### src/rtl/vec_pkg.sv
// Shared configuration and types for the vec_mul feeder slice.
package vec_pkg;

    localparam int unsigned C          = 4;
    localparam int unsigned W_X        = 8;
    localparam int unsigned W_K        = 8;
    localparam int unsigned W_Y        = W_X + W_K + $clog2(C);
    localparam int unsigned LATENCY    = $clog2(C) + 1;
    // Must cover LATENCY+1 so a result always finds a free slot.
    localparam int unsigned FIFO_DEPTH = 4;

    typedef enum logic [1:0] {
        IDLE,
        RUN,
        DRAIN
    } feed_state_e;

    typedef logic [C*W_X-1:0]       x_vec_t;
    typedef logic [C*W_K-1:0]       k_vec_t;
    typedef logic signed [W_Y-1:0]  y_t;

endpackage

### src/rtl/vec_res_fifo.sv
// Synchronous result FIFO with occupancy count; head reads 0 while empty.
module vec_res_fifo #(
    parameter int unsigned WIDTH = 18,
    parameter int unsigned DEPTH = 4
) (
    input  logic                       clk,
    input  logic                       rstn,
    input  logic                       push,
    input  logic [WIDTH-1:0]           push_data,
    input  logic                       pop,
    output logic [WIDTH-1:0]           data,
    output logic                       full,
    output logic                       empty,
    output logic [$clog2(DEPTH+1)-1:0] count
);

    localparam int unsigned AW = (DEPTH > 1) ? $clog2(DEPTH) : 1;
    localparam int unsigned CW = $clog2(DEPTH + 1);

    logic [WIDTH-1:0] mem [DEPTH];
    logic [AW-1:0]    wr_ptr;
    logic [AW-1:0]    rd_ptr;
    logic [CW-1:0]    count_q;
    logic             do_push;
    logic             do_pop;

    assign full    = (count_q == CW'(DEPTH));
    assign empty   = (count_q == '0);
    assign count   = count_q;
    assign do_push = push && !full;
    assign do_pop  = pop && !empty;
    assign data    = empty ? '0 : mem[rd_ptr];

    always_ff @(posedge clk) begin
        if (do_push) begin
            mem[wr_ptr] <= push_data;
        end
    end

    always_ff @(posedge clk or negedge rstn) begin
        if (!rstn) begin
            wr_ptr  <= '0;
            rd_ptr  <= '0;
            count_q <= '0;
        end else begin
            if (do_push) begin
                wr_ptr <= (wr_ptr == AW'(DEPTH - 1)) ? '0 : wr_ptr + AW'(1);
            end
            if (do_pop) begin
                rd_ptr <= (rd_ptr == AW'(DEPTH - 1)) ? '0 : rd_ptr + AW'(1);
            end
            if (do_push && !do_pop) begin
                count_q <= count_q + CW'(1);
            end else if (do_pop && !do_push) begin
                count_q <= count_q - CW'(1);
            end
        end
    end

endmodule

### src/rtl/vec_mul_feeder.sv
// Operand issue / result capture controller for the vec_mul pipeline.
// Optional VEC_FEED_CHECK_EN adds a mul_valid latency checker driving err.
module vec_mul_feeder
    import vec_pkg::*;
(
    input  logic               clk,
    input  logic               rstn,
    input  logic               s_valid,
    output logic               s_ready,
    input  logic [C*W_X-1:0]   s_x,
    input  logic [C*W_K-1:0]   s_k,
    input  logic               flush,
    output logic               mul_enable,
    output logic [C*W_X-1:0]   mul_x,
    output logic [C*W_K-1:0]   mul_k,
    input  logic [W_Y-1:0]     mul_y,
    input  logic               mul_valid,
    output logic               m_valid,
    input  logic               m_ready,
    output logic [W_Y-1:0]     m_data,
    output logic               busy,
    output logic               done,
    output logic               err
);

    localparam int unsigned IFW = $clog2(FIFO_DEPTH + 1);

    feed_state_e    state;
    feed_state_e    state_nxt;
    logic [IFW-1:0] in_flight;
    logic [IFW-1:0] fifo_count;
    logic [IFW:0]   occupancy;
    logic           fifo_full;
    logic           fifo_empty;
    logic           credit_ok;
    logic           accept;
    logic           pop;
    logic           drained;

    // Credit counts products still inside vec_mul, so a result never meets a full FIFO.
    assign occupancy = {1'b0, in_flight} + {1'b0, fifo_count};
    assign credit_ok = (occupancy < (IFW+1)'(FIFO_DEPTH)) && !fifo_full;
    assign s_ready   = credit_ok && (state != DRAIN) && !flush;
    assign accept    = s_valid && s_ready;
    assign m_valid   = !fifo_empty;
    assign pop       = m_valid && m_ready;
    assign busy      = (state != IDLE);
    assign drained   = (in_flight == '0) && fifo_empty;

    always_comb begin
        state_nxt = state;
        case (state)
            IDLE:    if (accept)  state_nxt = RUN;
            RUN:     if (flush)   state_nxt = DRAIN;
            DRAIN:   if (drained) state_nxt = IDLE;
            default:              state_nxt = IDLE;
        endcase
    end

    always_ff @(posedge clk or negedge rstn) begin
        if (!rstn) begin
            state      <= IDLE;
            done       <= 1'b0;
            mul_enable <= 1'b0;
            mul_x      <= '0;
            mul_k      <= '0;
            in_flight  <= '0;
        end else begin
            state      <= state_nxt;
            done       <= (state == DRAIN) && drained;
            mul_enable <= accept;
            if (accept) begin
                mul_x <= s_x;
                mul_k <= s_k;
            end
            if (accept && !mul_valid) begin
                in_flight <= in_flight + IFW'(1);
            end else if (!accept && mul_valid && in_flight != '0) begin
                in_flight <= in_flight - IFW'(1);
            end
        end
    end

    vec_res_fifo #(
        .WIDTH (W_Y),
        .DEPTH (FIFO_DEPTH)
    ) u_res_fifo (
        .clk       (clk),
        .rstn      (rstn),
        .push      (mul_valid),
        .push_data (mul_y),
        .pop       (pop),
        .data      (m_data),
        .full      (fifo_full),
        .empty     (fifo_empty),
        .count     (fifo_count)
    );

`ifdef VEC_FEED_CHECK_EN
    // Bit 0 lines up with mul_enable; bit LATENCY marks the cycle mul_valid is due.
    logic [LATENCY:0] issue_sr;

    always_ff @(posedge clk or negedge rstn) begin
        if (!rstn) begin
            issue_sr <= '0;
            err      <= 1'b0;
        end else begin
            issue_sr <= {issue_sr[LATENCY-1:0], accept};
            if ((mul_valid != issue_sr[LATENCY]) || (mul_valid && in_flight == '0)) begin
                err <= 1'b1;
            end
        end
    end
`else
    assign err = 1'b0;
`endif

endmodule

### config.mk
export PLATFORM = sky130hd
export DESIGN_NAME = vec_mul_feeder
export DESIGN_NICKNAME = d
export VERILOG_FILES = /design/src/rtl/vec_pkg.sv /design/src/rtl/vec_res_fifo.sv /design/src/rtl/vec_mul_feeder.sv
export SDC_FILE = /design/constraint.sdc
export NUM_CORES = 1
export LEC_CHECK = 0
export BUFFER_PORTS_ARGS = -buffer_cell sky130_fd_sc_hd__buf_2
export CAP_MARGIN = 40
export CORE_MARGIN = 2
export CORE_UTILIZATION = 53
export CTS_BUF_LIST = sky130_fd_sc_hd__clkbuf_8
export CTS_CLUSTER_SIZE = 20
export DETAILED_ROUTE_END_ITERATION = 7
export PLACE_DENSITY = 0.84
export RECOVER_POWER = 25
export SYNTH_ARGS = -nofsm -noshare
export SYNTH_HDL_FRONTEND = slang
export SYNTH_SLANG_ARGS = --single-unit
### constraint.sdc
create_clock -name clk -period 2.7 [get_ports clk]
set_input_delay 0.405 -clock clk [delete_from_list [all_inputs] [get_ports clk]]
set_output_delay 0.405 -clock clk [all_outputs]
set_load 0.03 [all_outputs]
After elaboration in Yosys (flattened, before gate mapping)
Memories as Yosys holds them, arrays and structs flattened. Index checks and enable logic that the tools add are counted. W data, S select, Z words.

Register bits: 78. Bits in writable memories: 72. Output and inout port bits: 88. Memories: 1.

Add/sub/neg operators: 7. Magnitude comparators: 1. Eq/ne operators: 9. Multiplexer cells: 13. Reductions and logical operators: 29.

Memory list: u_res_fifo.mem (words 4, bits a word 18, read ports 1, clocked after Yosys merged registers in 0, wr ports 1, RTL line vec_res_fifo.sv:20) `logic [WIDTH-1:0] mem [DEPTH];`.

Operator list (count): $mux W18 (1); $logic_and A1 B1 Y1 (14); $mux W3 (4); $mux W2 (5); $ne A2 B2 Y1 const B (4); $logic_not A1 Y1 (7); $add A3 B1 Y3 const B (2); $eq A2 B2 Y1 const B (3); $logic_not A3 Y1 (2); $pmux W2 S3 (1); $reduce_bool A2 Y1 (3); $sub A3 B1 Y3 const B (2); $add A2 B1 Y2 const B (2); $add A3 B3 Y4 (1); $lt A4 B3 Y1 const B (1); $eq A3 B3 Y1 const B (1); $reduce_and A3 Y1 (1); $reduce_bool A3 Y1 (1); $eq A2 B1 Y1 const B (1); $logic_not A2 Y1 (1); $mux W1 (2).

Longest topological paths before layout
Gate-level depths: netlist of the first run.

Word-level depth: 11. Gate-level depth with buffers: 11. Mapped depth without buffers: 10.

By module
From an unflattened synthesis of the first run, not the netlist that was laid out.

Cell total of the unflattened synthesis: 469. Area, all modules: 6085.8 µm².

By module, submodules not included: vec_res_fifo (instances 1, cells an instance 151, area each 3199.3 µm²); vec_mul_feeder (instances 1, cells an instance 318, area each 2886.5 µm²).

Worst setup path before layout of the first run
Ideal clock, no wire load.

Kind: reg2reg. Start point: register in_flight[2]. End point: register in_flight[2]. Library setup time: 0.123 ns. Data arrival time: 2.368 ns. Data required time: 2.577 ns. Slack: 0.209 ns. Cell stages (with the launch flop): 12. Buffers on the path: 1. Period minus slack after synthesis: 2.491 ns. Path through: dfrtp_1 -> ha_1 -> nor4_1 -> and4_4 -> nand2_4 -> inv_2 -> buf_2 -> nand2_1 -> fa_1 -> nor3b_1 -> mux2i_1 -> xnor2_1.

Cells in the longest elaborated chain, start to end: 10.

RTL lines: from (decl) (RTL line vec_mul_feeder.sv:30) `logic [IFW-1:0] in_flight;`; from (signal assigned) (RTL line vec_mul_feeder.sv:77) `in_flight <= in_flight + IFW'(1);`; from (signal assigned) (RTL line vec_mul_feeder.sv:79) `in_flight <= in_flight - IFW'(1);`; $add A3 B3 Y4 (*) (RTL line vec_mul_feeder.sv:41) `assign occupancy = {1'b0, in_flight} + {1'b0, fifo_count};`; $lt A4 B3 Y1 (*) (RTL line vec_mul_feeder.sv:42) `assign credit_ok = (occupancy < (IFW+1)'(FIFO_DEPTH)) && !fifo_full;`; $logic_and A1 B1 Y1 (*) (RTL line vec_mul_feeder.sv:42); $logic_and A1 B1 Y1 (*) (2 in series) (RTL line vec_mul_feeder.sv:43) `assign s_ready = credit_ok && (state != DRAIN) && !flush;`; via s_ready (RTL line vec_mul_feeder.sv:9) `output logic s_ready,`; $logic_and A1 B1 Y1 (*) (RTL line vec_mul_feeder.sv:44) `assign accept = s_valid && s_ready;`; via accept (RTL line vec_mul_feeder.sv:36) `logic accept;`; $logic_not A1 Y1 (RTL line vec_mul_feeder.sv:78) `end else if (!accept && mul_valid && in_flight != '0) begin`; $logic_and A1 B1 Y1 (2 in series) (RTL line vec_mul_feeder.sv:78); $reduce_bool A2 Y1 (no line).

The timed path passes the listed nets; every way through them passes the cells marked *. The select of a mux whose other input is x is not followed. A chain may end at the register's enable or synchronous reset.

Worst setup path in the final report of the first run
Start point: register u_res_fifo.rd_ptr[0]. End point: output port m_data[17].

Cells in the longest elaborated chain, start to end: 2.

RTL lines: from (decl) (RTL line vec_res_fifo.sv:22) `logic [AW-1:0] rd_ptr;`; from (signal assigned) (RTL line vec_res_fifo.sv:50) `rd_ptr <= (rd_ptr == AW'(DEPTH - 1)) ? '0 : rd_ptr + AW'(1);`; $mem_v2 Z4 W18; $mux W18 (RTL line vec_res_fifo.sv:32) `assign data = empty ? '0 : mem[rd_ptr];`; to (decl) (RTL line vec_mul_feeder.sv:20) `output logic [W_Y-1:0] m_data,`.

No other way between the ends.

==> results of run 1 <==
-- state kept, by name, indices dropped and copies added, names as in the netlist --
name               count
state                  2
mul_enable             1
u_res_fifo.wr_ptr      2
u_res_fifo.rd_ptr      2
done                   1
mul_k                 32
in_flight              3
u_res_fifo.mem        72
u_res_fifo.count       3
mul_x                 32
-- worst max-delay path, cell delays in order, from the launching register on --
cell and delay (ns):
dfrtp_2 0.54, buf_12 0.21, mux4_2 0.49, and2_1 0.18
buf_2 0.18
-- timing repair --
action,in CTS,in global routing
hold endpoints to repair,20,0
setup endpoints to repair,0,13
gates resized for setup,0,1
hold buffers,1,0
-- layout make-up --
cell class | count | area [sq um] | share of cell area [%]
tap | 140 | 175.2 | 2.370
inverter | 7 | 26.28 | 0.3555
multi-input combinational | 286 | 1702 | 23.02
timing repair buffer | 185 | 987.2 | 13.35
clock buffer | 17 | 234.0 | 3.165
sequential | 150 | 4115 | 55.67
clock inverter | 15 | 152.6 | 2.065
-- metal layers --
metal  vias up  track usage (%)  wire length (microns)
met3        17            7.525                    865
met1      1929            25.41                   4832
met4         0            7.946                    180
met2       141            37.51                   6444
li1       1915                -                      -
met5         -                0                      0
-- power groups by stage --
stage               clock (W)  sequential [W]  combinational (W)
finish                0.00167         0.00352            0.00394
global route          0.00181         0.00360            0.00431
CTS                   0.00171         0.00352            0.00401
detailed placement          0         0.00354            0.00402
global placement            0         0.00351            0.00380
floorplan                   0         0.00429            0.00202
-- metrics by stage --
stage	util (%)	total power (W)
after CTS	68.01	0.009234
after global routing	67.60	0.009713
after floorplan	-	0.006310
after global placement	63.47	0.007312
final	67.60	0.009120
after detailed placement	64.38	0.007559
-- worst max-delay path by stage --
stage	start	end	slack, ns	cells after the start
after floorplan	in_flight[2]$_DFFE_PN0P_	in_flight[2]$_DFFE_PN0P_	0.21	11
after global placement	in_flight[2]$_DFFE_PN0P_	in_flight[2]$_DFFE_PN0P_	0.45	8
after detailed placement	in_flight[2]$_DFFE_PN0P_	in_flight[2]$_DFFE_PN0P_	0.24	8
after CTS	u_res_fifo.rd_ptr[0]$_DFFE_PN0P_	m_data[14]	0.05	4
after global routing	in_flight[2]$_DFFE_PN0P_	in_flight[2]$_DFFE_PN0P_	0.09	8
final	u_res_fifo.rd_ptr[0]$_DFFE_PN0P_	m_data[17]	0.25	4
-- synth_stat cells (all sizes together) --
master  instances  area, sq um
a21o            1        7.510
a21oi           2        10.01
a221oi          1        8.760
a31o            1        8.760
a31oi           1        6.260
and2           20        125.1
and3            4        25.02
and4            1        11.26
buf            18        125.1
clkbuf          4        15.01
conb            1        3.750
dfrtp          78         1952
edfxtp         72         2162
fa              2        40.04
ha              8        100.1
inv             7        26.27
mux2            2        22.52
mux2i           4        40.04
mux4           18        405.4
nand2         200        758.2
nand2b          1        6.260
nand3           1        5.000
nor2            3        11.26
nor2b           1        6.260
nor3            3        15.01
nor3b           1        7.510
nor4            1        6.260
o21ai           2        10.01
or2             1        6.260
or3b            1        11.26
xnor2           3        26.28
xor2            2        17.52
-- cell families after synthesis --
family          Yosys count  share of synthesized area [%]
simple gates            238                          16.63
flops                   150                          68.77
buf+inv                  29                          2.782
mux                      24                          7.823
fa+ha+maj                10                          2.343
compound gates            8                         0.8577
xor+xnor                  5                         0.7322
other cells               1                        0.06269
==> metrics.cfg, run 1 <==
[cells_and_area]
stdcell_count = 800
fin_area_sq_um = 7392
drive_gt1_share_pct = 33.48
final_common_cell = nand2_1
area_growth_pct = 23.57
fillers = 831
nNetsFinal = 745
layout_common_cells = nand2_1, buf_2, dfrtp_1
diodes = 0

[yosys]
netlist_instances = 465
yosysSeqAreaShare_pct = 68.77
synth.net_count = 563
syn_area_sq_um = 5982
synth_seq_cells = 150
synth_cell_types = 37
yosysWarningCount = 0
syn_avg_cell_area_sq_um = 12.86

[cts]
clock_latency_ns = 0.44
clock_sinks = 150
postCtsSetupBuffers = 0
cts_root_buf = clkbuf_8
cts_tree = done
cts_buffers = 17
clock_path_buffers = 2
htreeDepth = 4
clk_pin_slew_ns = 0.09

[critical_path]
rrSetupSlack_ns = 0.26
start_kind = flip-flop
reg2regPathDepth = 8
worst_ep_arrival_time_ns = 2.04
cp.required_ns = 2.30
cp_max_fo = 13
crit_type = flip-flop to primary output
rr_endpoint = in_flight[2]$_DFFE_PN0P_
reg2reg_from = in_flight[2]$_DFFE_PN0P_
crit_path_end_kind = primary output

[sta]
finalCritPeriodShare_pct = 90.69
rsz0062_at_grt = no
slew_headroom_pct = 23.73
hold_viol_final = 0
slew_violations = 0
fin_crit_ns = 2.448
setup_tns_ns = 0
setup_viol = 0
hold-worst-slack_ns = 0.1461
max_freq_ghz = 0.4084
tightest_slew_ns = 1.144
skew_ns = 0.01180
fin_ws_ns = 0.2515

[pwr]
combPwrFrac_pct = 43.2
seqPwrFrac_pct = 38.5
p_switching_w = 0.003795
worst_ir_drop_vdd_v = 0.0007488
power_density_nw_per_um2 = 1234
leakage_nw = 3.527
p_sw_share_pct = 41.61
clock_power_share_pct = 18.3
internal-power_w = 0.005325

[worst_hold_path]
holdCritStartpoint = s_x[17]
hold_depth = 3
hold_path_end = mul_x[17]$_DFFE_PN0P_
hold_path.class = input pin to flip-flop

[status]
status = finished clean

[place]
port_buffers = 174
pre_cts_slack_ns = 0.2398
place_inst = 767
dpl-instance-area_sq_um = 7041
dp_hpwl_mm = 8.649
gp_congestion = 0.7408

[global_routing]
grt_pass1_wl_mm = 19.59
grt_usage_pct = 21.82
overflow = 0
grt_pass1_vias = 4133
antenna_found_initial = 0
grt_max_degree = 70

[die]
core_area_sq_um = 10940
start_util_pct = 54.70
rows = 38
dieHeight_microns = 110.2
ioPinCount = 176
fp.dieW_microns = 110.2
die-area_sq_um = 12150

[detailed_routing]
dr.pass1.iters = 4
vias = 4002
ant_nets = 0
totalWireLength_mm = 12.32
drc = 0
via_per_inst = 5.003
avgRoutedWirePerCell_microns = 15.40
drtIter0Drc = 230

[run]
drv_cap = 0

No activity file was read; power rests on OpenSTA's default activity.
==> run 2: changes to the inputs <==
--- a/config.mk
+++ b/config.mk
@@ -12,6 +12,7 @@
 export CTS_BUF_LIST = sky130_fd_sc_hd__clkbuf_8
 export CTS_CLUSTER_SIZE = 20
 export DETAILED_ROUTE_END_ITERATION = 7
+export GPL_TIMING_DRIVEN = 0
 export PLACE_DENSITY = 0.84
 export RECOVER_POWER = 25
 export SYNTH_ARGS = -nofsm -noshare
==> constraint.sdc (replaced) <==
create_clock -name clk -period 2.5 [get_ports clk]
set_input_delay 0.375 -clock clk [delete_from_list [all_inputs] [get_ports clk]]
set_output_delay 0.375 -clock clk [all_outputs]
set_load 0.03 [all_outputs]
==> run 2 against run 1 <==
Net effect: cell area is 3.9% higher; register-to-register slack worse by 0.24 ns; largest cell class unchanged; first-iteration DRC count rose by 14%; the run now ends with capacitance limit, slew limit left; sequential cell count unchanged; largest power group unchanged; total power increased by 12%.
==> metrics.cfg, run 2 (synthesis gave the netlist of run 1 again) <==
[status]
status = complete, but fails checks
violations = capacitance limit, slew limit

[global_routing]
grt_max_degree = 54
grt_pass1_wl_mm = 19.58
busiest_layer = met2
overflow = 0
grt_use_met3_pct = 9.053
use_met2_pct = 35.93
grt_usage_pct = 21.57
grt_pass1_vias = 4192
met1_usage_pct = 25.18
antenna_found_initial = 0

[critical_path]
cp.required_ns = 2.80
path_cells = ha_1 -> nor4_2 -> and4_4 -> nand2_8 -> inv_8 -> buf_8 -> nand2_4 -> fa_2 -> a221oi_2 -> a31oi_1
rrSetupSlack_ns = 0.02
cp_slowest_stage_delay_ns = 0.47
crit_path_top_delay_cell = fa_2
crit_type = flip-flop to flip-flop
crit_path_end_kind = flip-flop
start_kind = flip-flop
rr_endpoint = in_flight[1]$_DFFE_PN0P_
reg2reg_from = u_res_fifo.count[2]$_DFFE_PN0P_
worst_ep_arrival_time_ns = 2.78
reg2regPathDepth = 10
cp_max_fo = 4

[place]
gp_congestion = 0.7720
dpl-instance-area_sq_um = 7113
dp_hpwl_mm = 8.751
port_buffers = 173
pre_cts_slack_ns = -0.2645

[pwr]
seqPwrFrac_pct = 36.8
p_sw_share_pct = 40.61
leakage_nw = 3.700
power_density_nw_per_um2 = 1324
finalPower_w = 0.01017
clock_power_share_pct = 18.6
combPwrFrac_pct = 44.6
worst_ir_drop_vdd_v = 0.0007439
p_switching_w = 0.004131
internal-power_w = 0.006041

[sta]
hold_viol_final = 0
finalCritPeriodShare_pct = 99.18
slew_headroom_pct = -0.07070
fin_crit_ns = 2.479
fin_ws_ns = 0.02051
setup_viol = 0
skew_ns = 0.01372
hold-worst-slack_ns = 0.1282
rsz0062_at_grt = yes
setup_tns_ns = 0
slew_violations = 25
tightest_slew_ns = 1.501
max_freq_ghz = 0.4033

[die]
die-area_sq_um = 12150
ioPinCount = 176
dieHeight_microns = 110.2
rows = 38
start_util_pct = 54.70
fp.dieW_microns = 110.2
core_area_sq_um = 10940

[cells_and_area]
largestRegisters = u_res_fifo.mem: 72 flops, mul_k: 32 flops, mul_x: 32 flops
fillers = 774
final_common_cell = nand2_1
layout_common_cells = nand2_1, buf_2, dfrtp_1
top_register = u_res_fifo.mem
drive_gt1_share_pct = 37.35
diodes = 0
nNetsFinal = 773
regArea_sq_um = 4116
fin_area_sq_um = 7681
largest_reg_flops = 72
area_growth_pct = 28.40
multi_input_area_sq_um = 1757

[worst_hold_path]
hold_depth = 3
hold_path_end = mul_x[15]$_DFFE_PN0P_
holdCritStartpoint = s_x[15]
hold_path.class = input pin to flip-flop

[cts]
clk_pin_slew_ns = 0.09
clock_latency_ns = 0.43
htreeDepth = 4
clock_sinks = 150
cts_tree = done
cts_buffers = 17
cts_root_buf = clkbuf_8
clock_path_buffers = 2

[detailed_routing]
via_per_inst = 4.948
dr.pass1.iters = 4
drc = 0
totalWireLength_mm = 12.38
ant_nets = 0
vias = 4097
avgRoutedWirePerCell_microns = 14.95
drtIter0Drc = 262

[run]
drv_cap = 1

run 2: cell count changes in the layout (fill, tap and decap cells not counted), sizes merged:
cell and delta:
clkbuf +6, buf +23, bufinv +1, clkinv -4, inv +3, clkinvlp -1
run 2: cell type report:
| cell class | count | area share (%) |
|---|---|---|
| Sequential cell | 150 | 53.59 |
| Multi-Input combinational cell | 286 | 22.87 |
| Timing Repair Buffer | 191 | 13.44 |
| Clock buffer | 18 | 3.225 |
| Tap cell | 140 | 2.281 |
| Buffer | 22 | 2.085 |
| Clock inverter | 14 | 2.069 |
| Inverter | 7 | 0.4398 |
run 2: power groups by stage:
| stage | combinational [W] | sequential, W | clock [W] |
|---|---|---|---|
| 6_report | 0.00453 | 0.00374 | 0.00190 |
| 5_1_grt | 0.00495 | 0.00384 | 0.00205 |
| 4_1_cts | 0.00450 | 0.00374 | 0.00193 |
| 3_5_place_dp | 0.00435 | 0.00379 | 0 |
| 3_3_place_gp | 0.00417 | 0.00376 | 0 |
| 2_1_floorplan | 0.00218 | 0.00463 | 0 |
run 2: timing repair:
item | 4_1_cts | 5_1_grt
gates resized for setup | 12 | 16
buffers inserted | 6 | 6
pin swaps | 1 | 8
setup endpoints to repair | 13 | 22
hold buffers | 1 | 0
hold endpoints to repair | 25 | 0
run 2: metrics by stage:
step / cells / utilization, %
global route: 828 / 70.24
CTS: 822 / 69.63
floorplan: 465 / -
global placement: 778 / 64.22
detailed placement: 783 / 65.05
finish: 828 / 70.24
run 2: worst max path at each step:
stage	end	slack (ns)	startpoint	cells past startpoint
detailed placement	in_flight[1]$_DFFE_PN0P_	-0.26	in_flight[1]$_DFFE_PN0P_	10
floorplan	in_flight[2]$_DFFE_PN0P_	0.009	in_flight[2]$_DFFE_PN0P_	11
finish	in_flight[1]$_DFFE_PN0P_	0.02	u_res_fifo.count[2]$_DFFE_PN0P_	10
CTS	in_flight[2]$_DFFE_PN0P_	0.008	in_flight[2]$_DFFE_PN0P_	11
global route	in_flight[2]$_DFFE_PN0P_	-0.09	u_res_fifo.count[2]$_DFFE_PN0P_	11
global placement	in_flight[2]$_DFFE_PN0P_	-0.08	in_flight[2]$_DFFE_PN0P_	11
run 2: worst max-delay path: cells and delay by family (launching register included):
family / cells / cell delay [ns]
flops: 1 / 0.39
buf+inv: 2 / 0.15
compound gates: 2 / 0.34
simple gates: 4 / 0.70
fa+ha+maj: 2 / 0.77
run 2: per-layer routing:
| metal | up-vias | share of wire (%) |
|---|---|---|
| li1 | 1969 | - |
| met1 | 1954 | 39 |
| met2 | 161 | 51 |
| met3 | 13 | 8.8 |
| met4 | 0 | 0.98 |
| met5 | - | 0 |
